$ cat src/rtl/cruise_alu.sv
// cruise_alu: arithmetic/compare unit of the cruise-control datapath.
// Each clock it registers a new speed value chosen by `mode` (HOLD, INC,
// DEC, LOAD) and one-hot compare flags of current vs. set-point speed.
// Every output comes straight from a flop, with one cycle of latency and no handshake.
// There is no handshake: an operation is accepted on every rising clk edge.
// Optional build macro CRUISE_ALU_SAT_EN: when defined, INC saturates at
// MAX_SPEED and DEC floors at MIN_SPEED. When undefined, both wrap
// modulo 2^WIDTH and the speed bounds are not used.
module cruise_alu #(
  parameter int WIDTH     = 8,
  parameter int STEP      = 1,
  parameter int MAX_SPEED = 200,
  parameter int MIN_SPEED = 0
) (
  input  logic             clk,
  input  logic             rst_n,
  input  logic [WIDTH-1:0] default_speed,
  input  logic [WIDTH-1:0] current_speed,
  input  logic [1:0]       mode,
  output logic [WIDTH-1:0] result,
  output logic             G,
  output logic             Eq,
  output logic             L
);

  // Operation encodings for the mode input.
  localparam logic [1:0] MODE_HOLD = 2'd0;
  localparam logic [1:0] MODE_INC  = 2'd1;
  localparam logic [1:0] MODE_DEC  = 2'd2;
  localparam logic [1:0] MODE_LOAD = 2'd3;

  // STEP at operand width, used for the in-range increment and decrement.
  localparam logic [WIDTH-1:0] STEP_W = WIDTH'(STEP);

  // Parameter sanity: the bounds must fit in the operand width.
  if (MAX_SPEED > (2 ** WIDTH) - 1) begin : g_bad_max
    $error("cruise_alu: MAX_SPEED does not fit in WIDTH bits");
  end
  if (MIN_SPEED < 0 || MIN_SPEED > MAX_SPEED) begin : g_bad_min
    $error("cruise_alu: MIN_SPEED must lie in 0..MAX_SPEED");
  end
  if (STEP < 0 || STEP > (2 ** WIDTH) - 1) begin : g_bad_step
    $error("cruise_alu: STEP must lie in 0..2^WIDTH-1");
  end

  logic [WIDTH-1:0] inc_value;
  logic [WIDTH-1:0] dec_value;
  logic [WIDTH-1:0] next_result;
  logic             next_g;
  logic             next_eq;
  logic             next_l;

`ifdef CRUISE_ALU_SAT_EN
  // The bound checks run at WIDTH+1 bits, so the increment carry is visible.
  localparam logic [WIDTH:0]   STEP_X      = (WIDTH+1)'(STEP);
  localparam logic [WIDTH:0]   MAX_X       = (WIDTH+1)'(MAX_SPEED);
  localparam logic [WIDTH:0]   DEC_FLOOR_X = (WIDTH+1)'(MIN_SPEED + STEP);
  localparam logic [WIDTH-1:0] MAX_W       = WIDTH'(MAX_SPEED);
  localparam logic [WIDTH-1:0] MIN_W       = WIDTH'(MIN_SPEED);

  logic [WIDTH:0] inc_sum;
  logic [WIDTH:0] cur_x;

  // Saturating INC/DEC. An input already above MAX_SPEED clamps to MAX_SPEED.
  always_comb begin
    cur_x   = {1'b0, current_speed};
    inc_sum = cur_x + STEP_X;
    if (inc_sum > MAX_X) begin
      inc_value = MAX_W;
    end else begin
      inc_value = inc_sum[WIDTH-1:0];
    end
    // Subtraction cannot underflow on this branch because of the floor compare.
    if (cur_x >= DEC_FLOOR_X) begin
      dec_value = current_speed - STEP_W;
    end else begin
      dec_value = MIN_W;
    end
  end
`else
  // Wrapping INC/DEC modulo 2^WIDTH. The speed bounds play no part.
  always_comb begin
    inc_value = current_speed + STEP_W;
    dec_value = current_speed - STEP_W;
  end
`endif

  // Mode decode and speed comparison for the next registered values.
  always_comb begin
    next_result = current_speed;
    unique case (mode)
      MODE_HOLD: next_result = current_speed;
      MODE_INC:  next_result = inc_value;
      MODE_DEC:  next_result = dec_value;
      MODE_LOAD: next_result = default_speed;
      default:   next_result = current_speed;
    endcase
    next_g  = (current_speed >  default_speed);
    next_eq = (current_speed == default_speed);
    next_l  = (current_speed <  default_speed);
  end

  // Output registers. Reset clears them immediately, without waiting for clk.
  always_ff @(posedge clk or negedge rst_n) begin
    if (!rst_n) begin
      result <= '0;
      G      <= 1'b0;
      Eq     <= 1'b0;
      L      <= 1'b0;
    end else begin
      result <= next_result;
      G      <= next_g;
      Eq     <= next_eq;
      L      <= next_l;
    end
  end

endmodule

$ cat config.mk
export PLATFORM = sky130hd
export DESIGN_NAME = cruise_alu
export DESIGN_NICKNAME = d
export VERILOG_FILES = /design/src/rtl/cruise_alu.sv
export SDC_FILE = /design/constraint.sdc
export NUM_CORES = 1
export LEC_CHECK = 0
export ABC_AREA = 0
export BUFFER_PORTS_ARGS = -buffer_cell sky130_fd_sc_hd__buf_2
export CAP_MARGIN = 30
export CORE_ASPECT_RATIO = 0.7
export CORE_MARGIN = 10
export CORE_UTILIZATION = 52
export DETAILED_ROUTE_END_ITERATION = 12
export PLACE_DENSITY = 0.79
export SETUP_SLACK_MARGIN = 0.05
export SLEW_MARGIN = 5
export SYNTH_ARGS = -nofsm -noshare
export SYNTH_HDL_FRONTEND = slang
export SYNTH_SLANG_ARGS = --single-unit
$ cat constraint.sdc
create_clock -name clk -period 0.8 [get_ports clk]
set_input_delay 0.04 -clock clk [delete_from_list [all_inputs] [get_ports clk]]
set_output_delay 0.04 -clock clk [all_outputs]
set_load 0.02 [all_outputs]
# Word level (Yosys, flattened, before mapping)
# Cells that the tools add are included.
# W data, S select, Z words.
dict set report totals {
  ff_bits 11
  inputBits 20
  out_inout_bits 11
  elab_cells 14
}
dict set report op_classes {
  addsub 2
  order_cmp 2
  n_eq_ne 4
  mux 1
  n_reduce_logical 1
}
# cell n
set ops {}
lappend ops {{$pmux W8 S4} 1}
lappend ops {{$add A8 B1 Y8 const B} 1}
lappend ops {{$eq A8 B8 Y1} 1}
lappend ops {{$gt A8 B8 Y1} 1}
lappend ops {{$lt A8 B8 Y1} 1}
lappend ops {{$sub A8 B1 Y8 const B} 1}
lappend ops {{$eq A2 B2 Y1 const B} 2}
lappend ops {{$eq A2 B1 Y1 const B} 1}
lappend ops {{$logic_not A2 Y1} 1}

# Depth between registers and ports, before layout
# Gate-level depths: netlist of run 1.
dict set report depth {
  depth_word 2
  ltp_mapped 11
  depth_no_buf 9
}

# Worst setup path after synthesis of run 1
# No wires, ideal clock.
dict set report synth_path {
  kind {input port to flip-flop}
  from {input port mode[0]}
  to {register result[4]}
  setup_ns 0.126
  arrival_ns 2.122
  required_ns 0.674
  setup_slack_ns -1.448
  cell_stages 11
  n_path_buf 2
  cell_sequence {inv_1 ha_1 buf_4 buf_2 xor2_1 ha_1 nor3b_1 a2111oi_0 a21oi_1 mux2_2 a221o_1}
}
dict set report synth_between {
  elab_chain_cells 2
  word_cells_on_any_way 5
  cone_classes {eq/ne (3); mux (1); reduce/logical (1)}
}
# item line
set synth_rtl {}
lappend synth_rtl {{start, declared} 19} ;# input logic [1:0] mode,
lappend synth_rtl {{$eq A2 B2 Y1, or another cell as far along} 91} ;# unique case (mode)
lappend synth_rtl {{$pmux W8 S4 *} 91}
lappend synth_rtl {{net next_result[4]} 48} ;# logic [WIDTH-1:0] next_result;
lappend synth_rtl {{end signal, assigned} 111} ;# result <= next_result;
lappend synth_rtl {{end, declared} 20} ;# output logic [WIDTH-1:0] result,
# The timed path passes the listed nets; every way through them passes the cells marked *.

# Worst setup path in the final report of run 1
dict set report layout_path {
  from {input port mode[0]}
  to {register result[7]}
}
# Same word-level chain as after synthesis.

==> results of run 1 <==
[registers in the layout, indices dropped and copies added, names as in the netlist]
| name | flops |
|---|---|
| Eq | 1 |
| L | 1 |
| result | 8 |
| G | 1 |
[Yosys cell counts (2+ instances only)]
cell type,instances,area share [%]
a21oi_1,9,4.0
a221o_1,2,1.8
clkbuf_1,4,1.3
ha_1,15,17
a22oi_1,2,1.3
nor2b_1,2,1.1
nand2_1,10,3.3
a211oi_1,2,1.3
o21a_1,3,2.0
xor2_1,2,1.6
buf_2,3,1.3
a31oi_1,2,1.1
inv_1,12,4.0
nand4_1,2,1.1
nand2b_1,2,1.1
xnor2_1,3,2.3
o31ai_1,2,1.3
a21o_1,4,2.7
dfrtp_1,11,25
o21ai_0,6,2.7
nor3b_1,2,1.3
nor2_1,10,3.3
[cells by family (layout without fill, tap and decap cells)]
group / count (synthesis) / after routing / share of synthesized area (%)
simple gates: 39 / 39 / 19.5
fa+ha+maj: 15 / 15 / 16.7
compound gates: 39 / 39 / 24.6
buf+inv: 21 / 84 / 7.80
mux: 3 / 3 / 2.90
xor+xnor: 5 / 5 / 3.90
flops: 11 / 11 / 24.5
[power breakdown]
group	switching, W	total, W	internal (W)
registers	0.0000396	0.000663	0.000624
clock network	0.000253	0.000440	0.000187
logic	0.000667	0.00127	0.000607
[through the flow]
step,hold WS [ps],instance area (µm²),worst slack [ps],utilization [%]
after floorplan,-256,1200,-1160,-
after global placement,-89.7,1560,-1170,79.9
after detailed placement,-85.2,1560,-1220,79.9
after CTS,69.3,1780,-871,91.2
after global routing,100,1880,-1040,96.4
final,110,1880,-1000,96.4
[placed cells by master, fill, tap and decap left out, drive strengths merged, types with 3 or more instances in the layout]
cell    Yosys  layout
a21o        4       4
a21oi       9       9
dfrtp      11      11
nor2       10      10
xnor2       3       3
ha         15      15
buf         4      67
a211oi      3       3
o21ai       6       6
clkbuf      5       3
inv        12      12
nand2      10      10
o21a        3       3
[final cells by class]
cell class / count / area (µm²)
clock buffer: 3 / 22.5
multi-input combinational: 101 / 928
fill: 41 / 70.1
tap: 22 / 27.5
timing repair buffer: 68 / 558
clock inverter: 1 / 5.00
sequential: 11 / 275
inverter: 12 / 65.1
[worst max path at each step]
stage	endpoint	slack [ps]	cells past startpoint
after floorplan	result[4]	-1160	11
after global placement	result[4]	-1170	10
after detailed placement	result[4]	-1220	10
after CTS	result[4]	-870	10
after global routing	result[7]	-1040	11
final	result[7]	-1000	11
[what timing repair did]
item,CTS,global route
hold endpoints to repair,11,0
resized for setup,45,19
hold buffers,1,0
pin swaps,18,12
setup endpoints to repair,21,22
buffers inserted,2,4
[layer usage]
layer / global-route usage [%] / vias up
li1: - / 609
met1: 19.4 / 656
met2: 31.8 / 176
met3: 5.19 / 69
met4: 11.1 / 0
met5: 0 / -
==> results.ini, run 1 <==
[worst_setup_path]
cpMostUsedCell = buf_4
critical_path_buf_inv_count = 4
crit_path_cell_trace = buf_12, inv_12, ha_4, buf_4, ha_1, buf_4, o21ai_0, nand2_1, o31a_1, a311oi_2, nand3b_1
crit_type = in -> reg
start_kind = input pin
slowest_delay_ps = 320
cp-startpoint = mode[0]
end_kind = flop
cp_slowest_cell = o21ai_0
cp.required_ps = 1020
crit_family = compound AO/OA/AOI/OAI gates
cp_max_fo = 13
worstPathArrival_ps = 2020

[drt]
viasPerCell = 6.93
dr_wl_met2_mm = 2.48
wl_mm = 5.66
routedWlPerCell_um = 26.0
highest_layer = met4
wl_met1_mm = 1.85
post-route-drc-count = 0
drtIter0Drc = 220
ant_nets = 0
wl_met3_um = 751
vias = 1510
dr.pass1.iters = 6

[clock_tree]
cts_buffer_depth = 2
htreeDepth = 1
cts_root_buf = clkbuf_4
clk_pin_slew_ps = 100
cts_sinks = 11
numCtsBuffers = 3
cts_tree = yes

[yosys]
synth_cell_types = 45
synthFlopType = dfrtp_1
synth_area_um2 = 1120
async_flop_share_pct = 100
ys_ff_latch = 11
synth_edf_count = 0
syn_inst = 133
syn_area_per_cell_um2 = 8.44
synth_seq_area_share_pct = 24.5
yosys_warnings = 0
synth.net_count = 168

[sta]
drv_slew = 0
tns_ps = -6340
min_period_over_period_pct = 226
tightest_slew_ps = 462
final-hold-violation-count = 0
fmax_mhz = 554
slew_headroom_pct = 69.2
setup_violations = 21
layout_setup_ws_ps = -1000
rsz0062_at_grt = true
fin_crit_ps = 1800

[die]
num_rows = 13
die_y_um = 58.9
dieArea_um2 = 4450
num_io_pins = 31
start_util_pct = 57.5
core_region_area_um2 = 1950
die_x_um = 75.5

[outcome]
failed_checks = negative setup slack
outcome = finished, violations left

[power]
power_leakage_nw = 0.921
cellPowerDensity_nw_per_um2 = 1260
power_w = 0.00238
ir_worst_vdd_uv = 571

[cells_and_area]
n_antenna_cell = 0
area_growth_syn_to_layout_pct = 67.7
nNetsFinal = 232
stdcell_count = 218
drive_gt1_share_pct = 51.0

[place]
io_buffers = 30
place.gp.congestion = 0.810
placed_cells = 209
dp_hpwl_mm = 2.77

[grt]
antenna_found_initial = 0
grt_max_degree = 17
grt_pass1_vias = 1369
grt_usage_pct = 18.4
grt_pass1_wl_mm = 6.31
grt_overflow = 0

[flow_run]
cap_viol_max_count = 0

[hold_path]
worstHoldPathType = in -> async

No activity file was read; power rests on OpenSTA's default activity.
==> run 2, diff against run 1 <==
==> constraint.sdc (replaced) <==
create_clock -name clk -period 0.8 [get_ports clk]
set_input_delay 0.04 -clock clk [delete_from_list [all_inputs] [get_ports clk]]
set_output_delay 0.04 -clock clk [all_outputs]
set_load 0.01 [all_outputs]
==> run 2 against run 1 <==
Effect of this change: the flow still finishes with violations (negative setup slack); sequential power down 3%; critical path depth decreased by 1; fmax grew 6.6%; hold slack better by 30 ps; clock power down 7.7%; core utilization decreased by 3.3 points; via count decreased by 6.6%; clock-buffer cell count unchanged; design area down 3.5%; non-clock buffer count decreased by 2; routed wire length shrank 17%; first-iteration DRC count decreased by 15%; largest cell class unchanged; largest power group unchanged; highest routed layer unchanged.
==> results.ini, run 2 (same netlist as run 1, synthesis figures left out) <==
[die]
dieArea_um2 = 4450  ; unchanged
die_y_um = 58.9  ; unchanged
num_io_pins = 31  ; unchanged
die_x_um = 75.5  ; unchanged
core_region_area_um2 = 1950  ; unchanged
num_rows = 13  ; unchanged
start_util_pct = 57.5  ; unchanged

[clock_tree]
clk_pin_slew_ps = 80  ; was 100 ps
cts_tree = yes  ; unchanged
numCtsBuffers = 3  ; unchanged
cts_root_buf = clkbuf_4  ; unchanged
cts_sinks = 11  ; unchanged
cts_buffer_depth = 2  ; unchanged
htreeDepth = 1  ; unchanged

[grt]
grt_pass1_vias = 1274  ; was 1369
grt_usage_pct = 16.2  ; was 18.4%
grt_overflow = 0  ; unchanged
grt_max_degree = 17  ; unchanged
antenna_found_initial = 1  ; was 0
grt_pass1_wl_mm = 5.67  ; was 6.31 mm

[sta]
rsz0062_at_grt = true  ; unchanged
slew_headroom_pct = 72.1  ; was 69.2%
fin_crit_ps = 1690  ; was 1800 ps
min_period_over_period_pct = 212  ; was 226%
layout_setup_ws_ps = -893  ; was -1000 ps
final-hold-violation-count = 0  ; unchanged
fmax_mhz = 590  ; was 554 MHz
tightest_slew_ps = 418  ; was 462 ps
setup_violations = 21  ; unchanged
drv_slew = 0  ; unchanged

[drt]
post-route-drc-count = 0  ; unchanged
ant_nets = 0  ; unchanged
vias = 1410  ; was 1510
wl_mm = 4.71  ; was 5.66 mm
dr.pass1.iters = 5  ; was 6
drtIter0Drc = 186  ; was 220
routedWlPerCell_um = 21.6  ; was 26.0 µm
viasPerCell = 6.47  ; was 6.93

[worst_setup_path]
cp_max_fo = 4  ; was 13
cp_slowest_cell = a2111oi_2  ; was o21ai_0
end_kind = flop  ; unchanged
path_depth = 10  ; was 11
start_kind = input pin  ; unchanged
critical_path_buf_inv_count = 2  ; was 4
cp.required_ps = 980  ; was 1020 ps
crit_path_cell_trace = buf_12, inv_12, ha_4, xor2_1, ha_2, a211oi_2, a2111oi_2, a21oi_1, mux2_2, a221o_1  ; was buf_12, inv_12, ha_4, buf_4, ha_1, buf_4, o21ai_0, nand2_1, o31a_1, a311oi_2, nand3b_1
crit_type = in -> reg  ; unchanged
slowest_delay_ps = 330  ; was 320 ps
worstPathArrival_ps = 1870  ; was 2020 ps
crit_family = compound AO/OA/AOI/OAI gates  ; unchanged

[cells_and_area]
final_cell_mix = 30 x buf_4, 26 x buf_2, 11 x dfrtp_1  ; was 29 x buf_4, 20 x buf_6, 17 x buf_2
largest_reg_flops = 8  ; unchanged
drive_gt1_share_pct = 51.0  ; about the same
area_growth_syn_to_layout_pct = 61.9  ; was 67.7%
finalInstanceArea_um2 = 1820  ; was 1880 µm²
top_register = result  ; unchanged
layout_commonest_cell = buf_4  ; unchanged
nNetsFinal = 230  ; was 232

[flow_run]
cap_viol_max_count = 0  ; unchanged

[place]
io_buffers = 30  ; unchanged
place.gp.congestion = 0.810  ; unchanged
dp_hpwl_mm = 2.77  ; unchanged
pre_cts_ws_ps = -1220  ; unchanged
placed_cell_area_um2 = 1560  ; unchanged

[outcome]
outcome = finished, violations left  ; unchanged
failed_checks = negative setup slack  ; unchanged

[hold_path]
worstHoldPathType = in -> async  ; unchanged

[power]
power_leakage_nw = 0.893  ; was 0.921 nW
ir_worst_vdd_uv = 627  ; was 571 µV
cellPowerDensity_nw_per_um2 = 1180  ; was 1260 nW/µm²

run 2: cell types whose count changed in the layout (fill, tap and decap cells not counted):
cell,delta
buf_4,+1
ha_4,+1
buf_2,+9
diode_2,+2
buf_6,-12
ha_1,-1
run 2: per-stage QoR:
step | setup TNS [ps] | hold WS [ps] | cells | power, W | util, %
after global placement | -8380 | -89.7 | 209 | 0.00145 | 79.9
final | -5450 | 140 | 218 | 0.00214 | 93.1
after CTS | -4710 | 69.3 | 216 | 0.00195 | 87.7
after detailed placement | -8810 | -85.2 | 209 | 0.00149 | 79.9
after global routing | -6000 | 148 | 217 | 0.00220 | 92.9
after floorplan | -5890 | -256 | 133 | 0.00111 | -
run 2: repair_timing:
item / in CTS / in global routing
gates resized for setup: 23 / 20
endpoints found under the setup margin: 21 / 21
setup buffers: 2 / 3
hold buffers: 1 / 0
hold endpoints to repair: 11 / 0
pin swaps: 18 / 12
run 2: routing by layer:
metal,global-route usage [%],wire (µm),vias up
li1,-,-,605
met1,17.4,1750,648
met2,28.3,2270,127
met3,3.69,441,30
met4,9.23,250,0
met5,0,0,-
run 2: final timing paths:
path	from	endpoint	slack (ps)
worst max-delay path	mode[0]	result[4]	-890
worst min-delay path	rst_n	result[0]	140
min in group clk	default_speed[1]	result[1]	150
max in group asynchronous	rst_n	result[5]	440
run 2: power by group:
group | leakage [nW] | switching [W] | total (W) | internal, W
sequential | 0.136 | 0.0000202 | 0.000643 | 0.000623
combinational | 0.740 | 0.000559 | 0.00109 | 0.000530
clock | 0.0177 | 0.000220 | 0.000406 | 0.000186
total | 0.893 | 0.000799 | 0.00214 | 0.00134
run 2: layout make-up:
class / instances / area (µm²)
multi-input cells: 101 / 941
repair buffers: 66 / 475
flip-flops and latches: 11 / 275
fillers: 71 / 135
inverters: 12 / 65.1
well taps: 22 / 27.5
clock buffers: 3 / 22.5
clock inverters: 1 / 5.00
diodes: 2 / 5.00
==> run 3, diff against run 2 <==
--- a/config.mk
+++ b/config.mk
@@ -6,7 +6,7 @@
 export NUM_CORES = 1
 export LEC_CHECK = 0
 export ABC_AREA = 0
-export BUFFER_PORTS_ARGS = -buffer_cell sky130_fd_sc_hd__buf_2
+export BUFFER_PORTS_ARGS = -buffer_cell sky130_fd_sc_hd__buf_4
 export CAP_MARGIN = 30
 export CORE_ASPECT_RATIO = 0.7
 export CORE_MARGIN = 10
==> run 3 against run 2 <==
Effect of this change: the flow now stops in 5_1_grt; synthesized area did not move; synthesized cell count did not move.
==> results.ini, run 3 <==
[outcome]
outcome = stopped before the end  ; was finished, violations left
failing_step = 5_1_grt
error_line = [ERROR DPL-0038] Utilization greater than 100%, impossible to legalize

[yosys]
synth_largest_area_cell = dfrtp_1  ; unchanged
synthAdderAreaFrac_pct = 16.7  ; unchanged
synth_edf_count = 0  ; unchanged
synthFlopType = dfrtp_1  ; unchanged
synth_compound_area_share_pct = 24.6  ; unchanged
ys_top_cells_by_area = dfrtp_1 25%, ha_1 17%, a21oi_1 4.0%  ; unchanged
ys_ff_latch = 11  ; unchanged
yosys.area_share.simple_pct = 19.5  ; unchanged
syn_area_per_cell_um2 = 8.44  ; unchanged
yosysMostFrequentCell = ha_1  ; unchanged
synth_seq_area_share_pct = 24.5  ; unchanged
yosys_warnings = 0  ; unchanged
synth_top_family_by_area = compound AO/OA/AOI/OAI gates  ; unchanged
synth_mux_area_share_pct = 2.90  ; unchanged
synth_cell_types = 45  ; unchanged
async_flop_share_pct = 100  ; unchanged
yosys-top-cells-count = 15 x ha_1, 12 x inv_1, 11 x dfrtp_1  ; unchanged
synth.net_count = 168  ; unchanged
synth_top_area_share_pct = 24.5  ; unchanged
synth_area_um2 = 1120  ; unchanged
synthXorXnorAreaFrac_pct = 3.90  ; unchanged
syn_inst = 133  ; unchanged

[die]
num_rows = 13  ; unchanged
start_util_pct = 57.5  ; unchanged
die_x_um = 75.5  ; unchanged
num_io_pins = 31  ; unchanged
die_y_um = 58.9  ; unchanged

[clock_tree]
cts_sinks = 11  ; unchanged
cts_buffer_depth = 2  ; unchanged
cts_root_buf = clkbuf_4  ; unchanged
htreeDepth = 1  ; unchanged
numCtsBuffers = 3  ; unchanged

[place]
io_buffers = 30  ; unchanged
place.gp.congestion = 0.855  ; was 0.810
dp_hpwl_mm = 2.70  ; was 2.77 mm
placed_cells = 205  ; was 209
placed_cell_area_um2 = 1600  ; was 1560 µm²

[sta]
worst_endpoint = result[4]$_DFF_PN0_/D
worst-ep-kind = register input

[grt]
grt_max_degree = 12

==> run 3: what timing repair did <==
action,in CTS
endpoints found under the setup margin,21
endpoints found under the hold margin,11
hold buffers,1
setup buffers,5
pin swaps,23
cloned,0
gates resized for setup,41
==> run 3: kinds of logic after synthesis <==
| family | Yosys count |
|---|---|
| adder cells (fa/ha/maj) | 15 |
| flip-flops | 11 |
| buffers and inverters | 21 |
| AND/OR/NAND/NOR | 39 |
| XOR/XNOR | 5 |
| multiplexers | 3 |
| AO/OA/AOI/OAI | 39 |
==> run 3: through the flow <==
stage	util (%)	setup TNS [ps]	setup slack [ps]
floorplan	-	-5890	-1160
global placement	82.2	-8160	-1170
detailed placement	82.2	-8560	-1210
CTS	95.3	-4770	-851
==> run 4, diff against run 3 <==
--- a/config.mk
+++ b/config.mk
@@ -8,12 +8,10 @@
 export ABC_AREA = 0
 export BUFFER_PORTS_ARGS = -buffer_cell sky130_fd_sc_hd__buf_4
 export CAP_MARGIN = 30
-export CORE_ASPECT_RATIO = 0.7
-export CORE_MARGIN = 10
-export CORE_UTILIZATION = 52
+export CORE_AREA = 10 10 71 73
 export DETAILED_ROUTE_END_ITERATION = 12
-export PLACE_DENSITY = 0.79
-export SETUP_SLACK_MARGIN = 0.05
+export DIE_AREA = 0 0 81 83
+export PLACE_DENSITY_LB_ADDON = 0.15
 export SLEW_MARGIN = 5
 export SYNTH_ARGS = -nofsm -noshare
 export SYNTH_HDL_FRONTEND = slang
==> run 4 against run 3 <==
Effect of this change: the flow now finishes, with violations (negative setup slack).
==> results.ini, run 4 (same netlist as run 1, synthesis figures left out) <==
[clock_tree]
htreeDepth = 1  ; unchanged
clk_pin_slew_ps = 50
cts_root_buf = clkbuf_8  ; was clkbuf_4
numCtsBuffers = 3  ; unchanged
cts_buffer_depth = 2  ; unchanged
cts_tree = yes
cts_sinks = 11  ; unchanged

[cells_and_area]
finalInstanceArea_um2 = 1960
area_growth_syn_to_layout_pct = 74.7
largest_reg_flops = 8
nNetsFinal = 232
final_cell_mix = 53 x buf_4, 11 x dfrtp_1, 11 x buf_6
layout_commonest_cell = buf_4
top_register = result
drive_gt1_share_pct = 51.5
n_antenna_cell = 0

[sta]
fmax_mhz = 584
tns_ps = -5520
min_period_over_period_pct = 214
drv_slew = 0
layout_setup_ws_ps = -911
setup_violations = 10
whs_ps = 103
rsz0062_at_grt = true
final-hold-violation-count = 0
fin_crit_ps = 1710
slew_headroom_pct = 81.3
tightest_slew_ps = 278

[drt]
post-route-drc-count = 0
vias = 1155
dr.pass1.iters = 4
routedWlPerCell_um = 13.6
drtIter0Drc = 22
wl_mm = 3.32
viasPerCell = 4.73
ant_nets = 0

[grt]
grt_pass1_wl_mm = 5.46
grt_overflow = 0
grt_pass1_vias = 1220
antenna_found_initial = 0
grt_max_degree = 12
grt_usage_pct = 9.73

[place]
dp_hpwl_mm = 2.62  ; was 2.70 mm
place.gp.congestion = 0.793  ; was 0.855
io_buffers = 30  ; unchanged
placed_cell_area_um2 = 1620  ; was 1600 µm²
pre_cts_ws_ps = -1190  ; was -1210 ps

[worst_setup_path]
cp.required_ps = 960
slowest_delay_ps = 520
crit_type = in -> reg
critical_path_buf_inv_count = 4
end_kind = flop
cp_max_fo = 7
cp_slowest_cell = or4_4
worstPathArrival_ps = 1880
crit_path_cell_trace = buf_12, inv_12, ha_4, buf_8, and4b_1, a211oi_4, buf_4, or4_4, a311oi_1, nand3b_1
path_depth = 10
crit_family = simple AND/OR/NAND/NOR gates
start_kind = input pin
cp-startpoint = mode[0]

[power]
power_w = 0.00227
ir_worst_vdd_uv = 407
power_leakage_nw = 0.936
cellPowerDensity_nw_per_um2 = 1160

[die]
dieArea_um2 = 6720
core_region_area_um2 = 3630
die_y_um = 83  ; was 58.9 µm
num_io_pins = 31  ; unchanged
start_util_pct = 30.9  ; was 57.5%
num_rows = 22  ; was 13
die_x_um = 81  ; was 75.5 µm

[outcome]
outcome = finished, violations left  ; was stopped before the end
failed_checks = negative setup slack

[hold_path]
hp-start = default_speed[0]
hold_depth = 3
worstHoldPathType = in -> reg

[flow_run]
cap_viol_max_count = 0

==> run 4: where the power goes <==
group | internal, W | switching [W] | total, W
sequential | 0.000625 | 0.0000232 | 0.000648
clock | 0.000342 | 0.000206 | 0.000548
combinational | 0.000598 | 0.000479 | 0.00108
==> run 4: metrics by stage <==
step / util (%) / instances
floorplan: - / 133
global placement: 44.6 / 229
detailed placement: 44.6 / 229
CTS: 50.6 / 240
global route: 54.0 / 244
finish: 54.0 / 244
==> run 4: layout make-up <==
type	instances	area [µm²]
fill	334	1670
multi-input combinational	101	932
timing repair buffer	68	582
sequential	11	275
inverter	12	65.1
tap	48	60.1
clock buffer	3	41.3
clock inverter	1	5.00
==> run 4: worst paths after layout <==
path / to / slack [ps]
max in group asynchronous: result[7] / 490
max: result[7] / -910
min: result[0] / 100
min in group asynchronous: result[0] / 170
==> run 4: what timing repair did <==
| item | in CTS | in global routing |
|---|---|---|
| hold endpoints to repair | 11 | 0 |
| endpoints found under the setup margin | 10 | 14 |
| setup buffers | 6 | 7 |
| pin swaps | 20 | 14 |
| hold buffers | 1 | 0 |
| gates resized for setup | 30 | 20 |
==> run 4: metal layers <==
layer,part of all wire (%),GRT usage (%)
met5,0,0
met4,1.3,3.91
met3,5.1,2.48
met2,53,17.9
met1,40,9.92
